--- src/rtl/serializador_pkg.sv ---
// rtl/serializador_pkg.sv - shared types and index helpers for the block serializer
// Readout direction is selected by SERIALIZADOR_REVERSE_EN (descending when defined).
package serializador_pkg;

    typedef enum logic {IDLE, DRAIN} state_t;

`ifdef SERIALIZADOR_REVERSE_EN
    localparam bit READ_DOWN = 1'b1;
`else
    localparam bit READ_DOWN = 1'b0;
`endif

    function automatic int idx_width(input int m);
        return (m > 1) ? $clog2(m) : 1;
    endfunction

    function automatic int start_index(input int m);
        return READ_DOWN ? m - 1 : 0;
    endfunction

    function automatic int end_index(input int m);
        return READ_DOWN ? 0 : m - 1;
    endfunction

endpackage

--- src/rtl/serializador_contador.sv ---
// rtl/serializador_contador.sv - block index counter with load-to-start, step and end flag
module serializador_contador #(
    parameter int         W      = 4,
    parameter logic [W-1:0] START  = '0,
    parameter logic [W-1:0] FINISH = '1,
    parameter bit         DOWN   = 1'b0
) (
    input  logic         clk,
    input  logic         rst,
    input  logic         load,
    input  logic         step,
    output logic [W-1:0] cnt,
    output logic         at_end
);

    assign at_end = (cnt == FINISH);

    // Wrapping from the end index back to START keeps the count inside 0..M-1
    // even when M is not a power of two.
    always_ff @(posedge clk) begin
        if (!rst) begin
            cnt <= '0;
        end else if (load) begin
            cnt <= START;
        end else if (step) begin
            if (at_end) begin
                cnt <= START;
            end else if (DOWN) begin
                cnt <= cnt - W'(1);
            end else begin
                cnt <= cnt + W'(1);
            end
        end
    end

endmodule

--- src/rtl/bloque_serializador.sv ---
// rtl/bloque_serializador.sv - parallel-in serial-out block unloader (SERIALIZADOR_REVERSE_EN: descending readout)
module bloque_serializador
    import serializador_pkg::*;
#(
    parameter  int N     = 16,
    parameter  int M     = 16,
    localparam int IDX_W = idx_width(M)
) (
    input  logic             clk,
    input  logic             rst,
    input  logic             load_valid,
    output logic             load_ready,
    input  logic [N-1:0]     load_data [M],
    output logic             out_valid,
    input  logic             out_ready,
    output logic [N-1:0]     out_data,
    output logic [IDX_W-1:0] out_index,
    output logic             out_last
);

    localparam logic [IDX_W-1:0] START_IDX = IDX_W'(start_index(M));
    localparam logic [IDX_W-1:0] END_IDX   = IDX_W'(end_index(M));

    state_t           state;
    state_t           next_state;
    logic [N-1:0]     bank [M];
    logic [IDX_W-1:0] cnt;
    logic             at_end;
    logic             draining;
    logic             consume;
    logic             load_fire;

    assign draining  = (state == DRAIN);
    assign consume   = draining && out_ready;
    // A new block may only land on the handshake of the final word, so no bubble appears.
    assign load_ready = rst && (!draining || (consume && at_end));
    assign load_fire  = load_valid && load_ready;

    always_ff @(posedge clk) begin
        if (!rst) begin
            state <= IDLE;
        end else begin
            state <= next_state;
        end
    end

    always_comb begin
        next_state = state;
        case (state)
            IDLE: begin
                if (load_fire) begin
                    next_state = DRAIN;
                end
            end
            DRAIN: begin
                if (consume && at_end) begin
                    next_state = load_fire ? DRAIN : IDLE;
                end
            end
            default: next_state = IDLE;
        endcase
    end

    always_ff @(posedge clk) begin
        if (!rst) begin
            for (int i = 0; i < M; i++) begin
                bank[i] <= '0;
            end
        end else if (load_fire) begin
            for (int i = 0; i < M; i++) begin
                bank[i] <= load_data[i];
            end
        end
    end

    serializador_contador #(
        .W      (IDX_W),
        .START  (START_IDX),
        .FINISH (END_IDX),
        .DOWN   (READ_DOWN)
    ) u_contador (
        .clk    (clk),
        .rst    (rst),
        .load   (load_fire),
        .step   (consume),
        .cnt    (cnt),
        .at_end (at_end)
    );

    assign out_valid = draining;
    assign out_data  = draining ? bank[cnt] : '0;
    assign out_index = draining ? cnt : '0;
    assign out_last  = draining && at_end;

endmodule

--- config.mk ---
export PLATFORM = sky130hd
export DESIGN_NAME = bloque_serializador
export DESIGN_NICKNAME = d
export VERILOG_FILES = /design/src/rtl/serializador_pkg.sv /design/src/rtl/serializador_contador.sv /design/src/rtl/bloque_serializador.sv
export SDC_FILE = /design/constraint.sdc
export NUM_CORES = 1
export LEC_CHECK = 0
export CORE_ASPECT_RATIO = 1.75
export CORE_UTILIZATION = 54
export DETAILED_ROUTE_END_ITERATION = 12
export PLACE_DENSITY_LB_ADDON = 0.2
export SLEW_MARGIN = 20
export SYNTH_ARGS = -nofsm -noshare
export SYNTH_HDL_FRONTEND = slang
export SYNTH_SLANG_ARGS = --single-unit
export TNS_END_PERCENT = 100
--- constraint.sdc ---
create_clock -name clk -period 14.1 [get_ports clk]
set_input_delay 3.525 -clock clk [delete_from_list [all_inputs] [get_ports clk]]
set_output_delay 3.525 -clock clk [all_outputs]
set_load 0.01 [all_outputs]
==> results.toml <==
[outcome]
status = "completed"

[floorplanning]
core.rowCount = 71
io_pins = 283
die_h_um = 200
die_w_um = 115
die-area_um2 = 22900
initial_core_util_pct = 55.6
coreArea_um2 = 21700

[routing]
post-route-drc-count = 0
dr.pass1.iters = 5
viasPerCell = 5.34
drtAntennaViolNets = 0
wl_per_cell_um = 20.8
initialDrtViolationCount = 466
wirelength_um = 29200
vias = 7506

[logic_synthesis]
synth.cell_area_um2 = 12000
synth_top_cell_area_share_pct = 63.8
async_flop_share_pct = 0
syn_inst = 836
synthMostInstantiatedCell = "and2_1"
synth-seq-area-share_pct = 65.3
ys_top_cells_by_count = "and2_1, edfxtp_1, mux2i_1"
synth_cell_types = 31
synth.largest_area_cell = "edfxtp_1"
synth.area.top_cells = "edfxtp_1, and2_1, mux2i_1, a22oi_1, mux4_2"
yosys_warnings = 0
synth_nets = 1097
syn_avg_cell_area_um2 = 14.4
synth_ff_type = "edfxtp_1"
synth_edf_count = 256
ys_ff_latch = 265

[timing]
rsz0062_at_grt = "no"
postLayoutSetupSlackWorst_ps = 5550
fin_skew_ps = 7.48
tns_ps = 0
tightest_slew_ps = 1230
maxSlewHeadroom_pct = 18.2
finalMaxSlewViolations = 0
fin_crit_sh_pct = 60.6
fmax_mhz = 117
period_needed_ps = 8550
hold_violations = 0
setup_viol = 0
whs_ps = 556

[placement]
port_buffers = 282
gp_congestion = 0.821
post-place-ws_ps = 5550
dp_hpwl_um = 20200

[critical_path]
cp_data_arrival_time_ps = 5020
cp-start-kind = "input port"
endpoint_kind = "output pin"
critPathMaxFanout = 5
worst-setup-path-type = "input port to output pin"
required_ps = 10570

[clock_network]
numCtsBuffers = 24
clock-sinks = 265
cts_setup_buffers = 0
clockBufferDepth = 3
cts_resized = 0
cts_tree = "yes"
cts_hold_buf = 0
cts_root_buf = "clkbuf_16"
insertion_delay_ps = 520
htree_levels = 1
clk_pin_slew_ps = 60

[global_routing]
antenna_found_initial = 1
grt_max_degree = 210
grt_pass1_wl_um = 42400
gr-usage-all-layers_pct = 25.6
grt_overflow = 0
grt_pass1_vias = 7740

[pwr]
vdd_drop_max_mv = 0.103
power_mw = 1.81
power_density_nw_per_um2 = 114
p_leak_nw = 5.68

[run]
drv_cap = 0

[hold_path]
hp-class = "flip-flop to flip-flop"

[layout]
drive_gt1_share_pct = 5.93
fin_nets = 1356
syn_to_final_growth_pct = 31.0
per-layer routing:
layer | part of all wire (%) | wire, um | track usage [%] | up-vias
met5 | 0 | 0 | 0 | -
met4 | 3.8 | 1110 | 11.0 | 0
met3 | 6.6 | 1920 | 5.07 | 55
met2 | 56 | 16200 | 49.1 | 261
met1 | 34 | 9970 | 26.4 | 3633
li1 | - | - | - | 3557
logic make-up (layout without fill, tap and decap cells):
| logic type | Yosys count | in the layout | synth area share (%) |
|---|---|---|---|
| AOI/OAI and AO/OA | 77 | 77 | 4.41 |
| xor gates and xnor gates | 1 | 1 | 0.0727 |
| and+or+nand+nor | 318 | 318 | 15.8 |
| adders and majority gates | 1 | 1 | 0.104 |
| other | 0 | 1 | 0 |
| buffers and inverters | 60 | 337 | 3.19 |
| DFF | 265 | 265 | 65.3 |
| muxes | 114 | 114 | 11.1 |
layout make-up:
type / instances / area (um^2)
diodes: 1 / 2.50
flip-flops and latches: 265 / 7870
multi-input cells: 511 / 3810
clock inverters: 11 / 131
fillers: 1516 / 5890
clock buffers: 33 / 686
well taps: 292 / 365
repair buffers: 293 / 2910
power breakdown:
group | total, mW | internal, mW | switching (mW)
Sequential | 0.946 | 0.929 | 0.0169
Clock | 0.675 | 0.396 | 0.279
Combinational | 0.185 | 0.108 | 0.0766
through the flow:
stage,util (%),cell area [um^2],std cells
6_report,72.8,15800,1406
2_1_floorplan,-,12000,836
4_1_cts,72.8,15800,1405
3_5_place_dp,69.0,15000,1361
3_3_place_gp,69.0,15000,1361
5_1_grt,72.8,15800,1406
path summary, 6_finish.rpt:
path                                                        to  slack (ps)  cells past startpoint                           start
worst max register to register       bank[15][4]$_SDFFCE_PN0P_       11050                      5  u_contador.cnt[0]$_SDFFE_PP0N_
worst max-delay path                                load_ready        5550                      5                       out_ready
worst min-delay path            u_contador.cnt[1]$_SDFFE_PP0N_         560                      2  u_contador.cnt[1]$_SDFFE_PP0N_
worst min register to register  u_contador.cnt[1]$_SDFFE_PP0N_         560                      2  u_contador.cnt[1]$_SDFFE_PP0N_
state kept, by name (all words and copies together) (netlist names), named ones only:
register	cells
bank	256
u_contador.cnt	4
out_valid	1
cells in the final DEF (no fill, tap or decap), types with 2 or more instances in the layout:
master,netlist,layout
clkinv_1,0,2
and2_1,262,262
nor2_1,3,2
clkinv_2,0,5
edfxtp_1,256,256
nand2b_1,8,8
dfxtp_1,9,8
mux2i_1,100,100
o211ai_1,3,3
o21ai_1,10,10
buf_4,1,10
bufinv_16,0,3
a221oi_1,3,3
clkdlybuf4s50_1,0,281
a22oi_1,47,47
clkbuf_16,0,25
nor2b_2,0,3
clkbuf_8,0,3
nand3_1,15,15
mux4_1,4,4
clkbuf_1,24,5
a21oi_1,5,5
mux4_2,10,10
nand2_1,22,22
o21ai_0,7,7
critical path, stage by stage:
cell and delay, ps:
clkdlybuf4s50_1 540, nand4_1 150, nand2_1 140, and2_1 130, clkdlybuf4s50_1 530
No activity file was read; power rests on OpenSTA's default activity.
